File: config.mk
export PLATFORM = sky130hd
export DESIGN_NAME = crc_frame_check_flat
export DESIGN_NICKNAME = d
export VERILOG_FILES = /design/src/rtl/crc_frame_check_if.sv /design/src/rtl/crc_frame_check.sv /design/src/flat_wrapper.sv
export SDC_FILE = /design/constraint.sdc
export NUM_CORES = 1
export LEC_CHECK = 0
export ABC_AREA = 1
export CAP_MARGIN = 20
export CORE_MARGIN = 1
export CORE_UTILIZATION = 29
export CTS_BUF_LIST = sky130_fd_sc_hd__clkbuf_16
export CTS_CLUSTER_DIAMETER = 150
export DETAILED_ROUTE_END_ITERATION = 6
export HOLD_SLACK_MARGIN = 0.02
export PLACE_DENSITY = 0.58
export SYNTH_ARGS = -nofsm -noshare
export SYNTH_HDL_FRONTEND = slang
export SYNTH_SLANG_ARGS = --single-unit
File: constraint.sdc
create_clock -name clk -period 20.8 [get_ports clk]
set_input_delay 3.12 -clock clk [delete_from_list [all_inputs] [get_ports clk]]
set_output_delay 3.12 -clock clk [all_outputs]
set_load 0.005 [all_outputs]
File: src/rtl/crc_frame_check_if.sv
// Byte stream bundle used on both sides of crc_frame_check.
// The master drives data/valid/last, and the slave returns ready.
interface crc_frame_check_if;
  logic [7:0] data;
  logic       valid;
  logic       ready;
  logic       last;

  modport master (output data, output valid, output last, input ready);
  modport slave  (input data, input valid, input last, output ready);
endinterface

File: src/rtl/crc_frame_check.sv
// crc_frame_check: receive-side frame checker.
// It runs a CRC over every frame, including its trailing FCS, and checks the
// final register against the polynomial residue. It strips the FCS bytes
// through a FCS_BYTES-deep delay buffer and forwards the payload with
// ready/valid flow control. It also emits one status pulse per frame.
// Optional feature macro: CRC_FRAME_CHECK_LEN_EN (frame length counter and
// oversize detection). When the macro is undefined, frame_len and
// status_oversize read as zero.
module crc_frame_check #(
  parameter int                    LFSR_WIDTH  = 32,
  parameter logic [LFSR_WIDTH-1:0] LFSR_POLY   = 32'h04c11db7,
  parameter logic [LFSR_WIDTH-1:0] LFSR_INIT   = '1,
  parameter                        LFSR_CONFIG = "GALOIS",
  parameter bit                    REVERSE     = 1'b1,
  parameter logic [LFSR_WIDTH-1:0] RESIDUE     = 32'hdebb20e3,
  parameter int                    MAX_LEN     = 1518
) (
  input  logic                clk,
  input  logic                rst_n,
  crc_frame_check_if.slave    s,
  crc_frame_check_if.master   m,
  output logic                status_valid,
  output logic                status_good,
  output logic                status_bad_crc,
  output logic                status_runt,
  output logic                status_oversize,
  output logic [15:0]         frame_len
);

  localparam int FCS_BYTES = LFSR_WIDTH / 8;
  localparam int CNT_W     = $clog2(FCS_BYTES + 1);
  localparam bit CFG_GALOIS = (LFSR_CONFIG == "GALOIS");

  function automatic logic [LFSR_WIDTH-1:0] reflect(input logic [LFSR_WIDTH-1:0] v);
    logic [LFSR_WIDTH-1:0] r;
    for (int i = 0; i < LFSR_WIDTH; i++) r[i] = v[LFSR_WIDTH-1-i];
    return r;
  endfunction

  localparam logic [LFSR_WIDTH-1:0] POLY_REF = reflect(LFSR_POLY);

  // One byte of LFSR next-state. With REVERSE, bits enter LSB first and the
  // register shifts right against the mirrored polynomial. That form matches
  // the residue convention of the RESIDUE parameter.
  function automatic logic [LFSR_WIDTH-1:0] crc_byte(input logic [LFSR_WIDTH-1:0] c,
                                                     input logic [7:0]            d);
    logic [LFSR_WIDTH-1:0] r;
    logic                  fb;
    r = c;
    for (int i = 0; i < 8; i++) begin
      if (REVERSE) begin
        if (CFG_GALOIS) begin
          fb = r[0] ^ d[i];
          r  = (r >> 1) ^ (fb ? POLY_REF : '0);
        end else begin
          fb = d[i] ^ (^(r & POLY_REF));
          r  = {fb, r[LFSR_WIDTH-1:1]};
        end
      end else begin
        if (CFG_GALOIS) begin
          fb = r[LFSR_WIDTH-1] ^ d[7-i];
          r  = (r << 1) ^ (fb ? LFSR_POLY : '0);
        end else begin
          fb = d[7-i] ^ (^(r & LFSR_POLY));
          r  = {r[LFSR_WIDTH-2:0], fb};
        end
      end
    end
    return r;
  endfunction

  typedef enum logic [1:0] {IDLE, FILL, STREAM} state_t;

  state_t                state;
  logic [CNT_W-1:0]      cnt;
  logic [LFSR_WIDTH-1:0] crc;
  logic [7:0]            dly_p0 [FCS_BYTES];

  logic                  accept;
  logic [LFSR_WIDTH-1:0] crc_nxt;
  logic                  frame_runt;
  logic                  crc_match;
  logic [15:0]           len_nxt;
  logic                  len_over;

  // In STREAM each accepted byte pushes into the output register, so accept
  // only when that register is empty or is draining this cycle.
  assign s.ready    = (state != STREAM) || !m.valid || m.ready;
  assign accept     = s.valid && s.ready;
  assign crc_nxt    = crc_byte(crc, s.data);
  assign frame_runt = (state != STREAM);
  assign crc_match  = (crc_nxt == RESIDUE);

`ifdef CRC_FRAME_CHECK_LEN_EN
  logic [15:0] len_p0;

  function automatic logic [15:0] sat_inc16(input logic [15:0] v);
    return (v == 16'hffff) ? v : v + 16'd1;
  endfunction

  assign len_nxt  = sat_inc16(len_p0);
  assign len_over = (int'(len_nxt) > MAX_LEN);

  // Running byte count of the current frame, FCS included.
  always_ff @(posedge clk or negedge rst_n) begin
    if (!rst_n)
      len_p0 <= '0;
    else if (accept)
      len_p0 <= s.last ? 16'd0 : len_nxt;
  end
`else
  assign len_nxt  = '0;
  assign len_over = 1'b0;
`endif

  // Frame FSM: delay buffer, CRC state, output register and status register.
  always_ff @(posedge clk or negedge rst_n) begin
    if (!rst_n) begin
      state           <= IDLE;
      cnt             <= '0;
      crc             <= LFSR_INIT;
      for (int i = 0; i < FCS_BYTES; i++) dly_p0[i] <= '0;
      m.data          <= '0;
      m.valid         <= 1'b0;
      m.last          <= 1'b0;
      status_valid    <= 1'b0;
      status_good     <= 1'b0;
      status_bad_crc  <= 1'b0;
      status_runt     <= 1'b0;
      status_oversize <= 1'b0;
      frame_len       <= '0;
    end else begin
      status_valid <= 1'b0;
      if (m.valid && m.ready) m.valid <= 1'b0;

      if (accept) begin
        if (state == STREAM) begin
          m.data  <= dly_p0[0];
          m.valid <= 1'b1;
          m.last  <= s.last;
        end

        if (s.last) begin
          // End of frame: the bytes left in the buffer are the FCS, so drop them.
          state           <= IDLE;
          cnt             <= '0;
          crc             <= LFSR_INIT;
          for (int i = 0; i < FCS_BYTES; i++) dly_p0[i] <= '0;
          status_valid    <= 1'b1;
          status_runt     <= frame_runt;
          status_bad_crc  <= !frame_runt && !crc_match;
          status_good     <= !frame_runt && crc_match && !len_over;
          status_oversize <= len_over;
          frame_len       <= len_nxt;
        end else begin
          crc <= crc_nxt;
          for (int i = 0; i < FCS_BYTES - 1; i++) dly_p0[i] <= dly_p0[i+1];
          dly_p0[FCS_BYTES-1] <= s.data;
          if (state != STREAM) begin
            cnt   <= cnt + 1'b1;
            state <= (cnt == CNT_W'(FCS_BYTES - 1)) ? STREAM : FILL;
          end
        end
      end
    end
  end

endmodule

File: src/flat_wrapper.sv
// flat-port wrapper written by rule: the top's interface ports become plain ports
module crc_frame_check_flat 
#(
  parameter int                    LFSR_WIDTH  = 32,
  parameter logic [LFSR_WIDTH-1:0] LFSR_POLY   = 32'h04c11db7,
  parameter logic [LFSR_WIDTH-1:0] LFSR_INIT   = '1,
  parameter                        LFSR_CONFIG = "      ",
  parameter bit                    REVERSE     = 1'b1,
  parameter logic [LFSR_WIDTH-1:0] RESIDUE     = 32'hdebb20e3,
  parameter int                    MAX_LEN     = 1518
)
  (clk, rst_n, status_valid, status_good, status_bad_crc, status_runt, status_oversize, frame_len, s_data, s_valid, s_last, s_ready, m_data, m_valid, m_last, m_ready);
  crc_frame_check_if s_i ();
  crc_frame_check_if m_i ();
  input  logic clk;
  input  logic rst_n;
  output logic status_valid;
  output logic status_good;
  output logic status_bad_crc;
  output logic status_runt;
  output logic status_oversize;
  output logic [15:0] frame_len;
  input wire logic [$bits(s_i.data)-1:0] s_data;
  input wire logic [$bits(s_i.valid)-1:0] s_valid;
  input wire logic [$bits(s_i.last)-1:0] s_last;
  output wire logic [$bits(s_i.ready)-1:0] s_ready;
  output wire logic [$bits(m_i.data)-1:0] m_data;
  output wire logic [$bits(m_i.valid)-1:0] m_valid;
  output wire logic [$bits(m_i.last)-1:0] m_last;
  input wire logic [$bits(m_i.ready)-1:0] m_ready;
  assign s_i.data = s_data;
  assign s_i.valid = s_valid;
  assign s_i.last = s_last;
  assign s_ready = s_i.ready;
  assign m_data = m_i.data;
  assign m_valid = m_i.valid;
  assign m_last = m_i.last;
  assign m_i.ready = m_ready;
  crc_frame_check #(.LFSR_WIDTH(LFSR_WIDTH), .LFSR_POLY(LFSR_POLY), .LFSR_INIT(LFSR_INIT), .LFSR_CONFIG(LFSR_CONFIG), .REVERSE(REVERSE), .RESIDUE(RESIDUE), .MAX_LEN(MAX_LEN)) u_core (.clk(clk), .rst_n(rst_n), .s(s_i), .m(m_i), .status_valid(status_valid), .status_good(status_good), .status_bad_crc(status_bad_crc), .status_runt(status_runt), .status_oversize(status_oversize), .frame_len(frame_len));
endmodule
==> results by group <==
Worst setup path
  • Critical path class: in -> reg
  • CP endpoint kind: flop
  • Critical path peak fanout: 6
  • WP data required: 21.03 ns
  • CP max stage cell: clkdlybuf4s50_1
  • Critical path arrival: 9.82 ns
  • CP bufs+invs: 10
  • Crit-path max cell delay: 0.48 ns
  • Crit start category: primary input
  • CP most frequent cell: nand2_1
  • Cell family with the largest share of critical-path delay: simple AND/OR/NAND/NOR gates

Floorplanning
  • DIE WIDTH: 127.9 um
  • Initial Utilization: 30.00%
  • Core Area: 15310 sq um
  • DIE AREA: 16350 sq um
  • Top Ports: 45
  • Rows: 45
  • Die Height: 127.9 um

CTS
  • CTS root buffer: clkbuf_16
  • TritonCTS clock tree: done
  • Clock sinks: 78
  • H-tree depth: 3
  • Clk Latency, worst-skew pair: 0.34 ns
  • Post-CTS Setup Inserts: 0
  • PostCTS Resize Cnt: 0
  • Hold Buf Count CTS: 0
  • CTS buffer count: 9
  • Clk slew on worst S/H paths: 0.06 ns
  • CTS Buffer Depth: 2

Layout
  • N_diodes: 0
  • Area growth from synthesis to layout: 15.66%
  • Layout cells sized above 1: 15.24%
  • Reg area: 1986 sq um
  • Multi-input gate area: 2091 sq um
  • Most common cell after layout, fill and taps aside: nand2_1
  • Most frequent cells in the layout: nand2_1, inv_1, dfrtp_1
  • Filler Cell Count: 1604
  • Net count, final: 607

Synthesis
  • Largest family of logic cells by synthesized area: simple AND/OR/NAND/NOR gates
  • Mapped Area: 4594 sq um
  • Post-synthesis mux area share: 0.2179%
  • Adder-Cell Fraction of Synth Area: 4.085%
  • Yosys reg bits: 78
  • Post-Synth XOR/XNOR Area: 9.286%
  • Yosys warns: 0
  • Simple logic cell fraction of the synthesized area: 20.53%
  • Cells after synthesis: 555
  • Unique masters post-synth: 32
  • Compound-Gate Fraction of Synth Area: 9.940%
  • Syn Area/Cell: 8.278 sq um
  • Seq/Total Area, Yosys: 43.22%

Placement
  • Post-detail-place hpwl: 7.751 mm
  • IO buf count: 27
  • Routability cong.: 0.8692

Min path
  • Hold Crit Class: reg -> reg

Routing
  • DR DRC count: 0
  • Wire per inst: 12.96 um
  • Via count: 3543
  • DR pass1 iterations: 4
  • Post-Route WL: 10.30 mm
  • Initial DRC count: 205
  • Via density: 4.457
  • DRT antenna net count: 0

Global routing
  • Met3 Use GR: 2.755%
  • Met1 Usage GRT: 17.46%
  • Global routing's busiest layer: met2
  • First-pass GRT wire length: 16.92 mm
  • Initial antenna violation count: 0
  • GR met2 Demand/Resource: 21.90%
  • Vias in the first global route: 3358
  • Largest net degree at the start of global routing: 79
  • Grt total ovfl: 0
  • All-layer global routing usage: 13.39%

Timing
  • Setup-failing EPs final: 0
  • Max-slew violation count: 0
  • Setup_tns: 0 ns
  • RSZ-0062 raised after global routing: false
  • Slew Limit Headroom: 33.86%
  • Final Hold Viols: 0
  • Worst slew pin tran: 0.9921 ns
  • Clock skew: 0.01047 ns
  • Post-route minimum period: 9.593 ns
  • Final worst path period share: 46.12%
  • Fmax: 0.1042 GHz

Flow run
  • Max-Cap Viols: 0

Status
  • Status: complete, no violations
## cell families (layout without fill, tap and decap cells)
logic type / after synthesis / count (layout)
simple gates: 202 / 202
buf+inv: 137 / 150
compound gates: 74 / 74
other cells: 1 / 17
fa+ha+maj: 15 / 15
flops: 78 / 78
mux: 1 / 1
xor+xnor: 47 / 47
## Yosys cell counts
cell,count,area [sq um]
a21oi_1,5,25.02
a22oi_1,18,135.1
buf_1,1,3.750
buf_2,2,10.01
buf_4,17,127.6
clkbuf_1,12,45.04
clkinv_1,2,7.510
conb_1,1,3.750
dfrtp_1,51,1276
dfstp_2,27,709.4
ha_1,15,187.7
inv_1,91,341.6
inv_2,12,45.04
mux2i_1,1,10.01
nand2_1,119,446.7
nand2_2,16,100.1
nand2_4,4,45.04
nand3_1,28,140.1
nand3_2,9,90.09
nand3b_1,1,7.510
nand4_1,5,31.28
nor2_1,17,63.81
nor2_2,1,6.260
nor4_1,1,6.260
o21a_1,1,7.510
o21ai_0,18,90.09
o21ai_1,1,5.000
o22ai_1,31,193.9
or2_1,1,6.260
xnor2_1,19,166.4
xnor2_2,2,32.53
xor2_1,26,227.7
## state kept, by name, summed over array words and instances, names as in the netlist
name	flops
u_core.cnt	3
u_core.crc	27
u_core.dly_p0	32
u_core.m.data	8
u_core.m.last	1
u_core.m.valid	1
u_core.state	2
u_core.status_bad_crc	1
u_core.status_good	1
u_core.status_runt	1
u_core.status_valid	1
## worst paths after layout
path | start | end | slack (ns) | depth (start not counted)
min in group asynchronous | rst_n | u_core.dly_p0[17] | 2.94 | 1
worst min register to register | u_core.cnt[0] | u_core.cnt[0] | 0.48 | 1
worst min-delay path | u_core.cnt[0] | u_core.cnt[0] | 0.48 | 1
worst max-delay path | s_data[1] | u_core.status_bad_crc | 11.21 | 59
max in group asynchronous | rst_n | u_core.m.last | 17.21 | 1
worst max register to register | u_core.crc[26] | u_core.status_bad_crc | 13.47 | 59
## routing by layer
metal  wire (um)  vias to the layer above
li1            -                     1772
met3         474                       14
met5           0                        -
met1        4830                     1701
met2        4816                       56
met4         180                        0
## stage by stage
step	std cells	hold WS, ns	worst slack [ns]	utilization (%)	area [sq um]
5_1_grt	795	0.5089	10.39	34.70	5314
3_5_place_dp	779	0.4767	10.86	32.76	5017
4_1_cts	795	0.4875	11.18	34.70	5314
3_3_place_gp	779	0.4694	11.03	32.76	5017
6_report	795	0.4829	11.21	34.70	5314
2_1_floorplan	571	0.4537	12.27	-	4654
## cell type report
class / count / share of cell area (%)
clock buffer: 9 / 4.238
clock inverter: 7 / 1.342
inverter: 105 / 7.417
multi-input combinational: 356 / 39.35
sequential: 78 / 37.37
tap: 211 / 4.968
timing repair buffer: 29 / 5.321
Power is left out: the tool's default activity adds up to more than one toggle a clock period on the data nets, which glitch-free logic cannot reach.
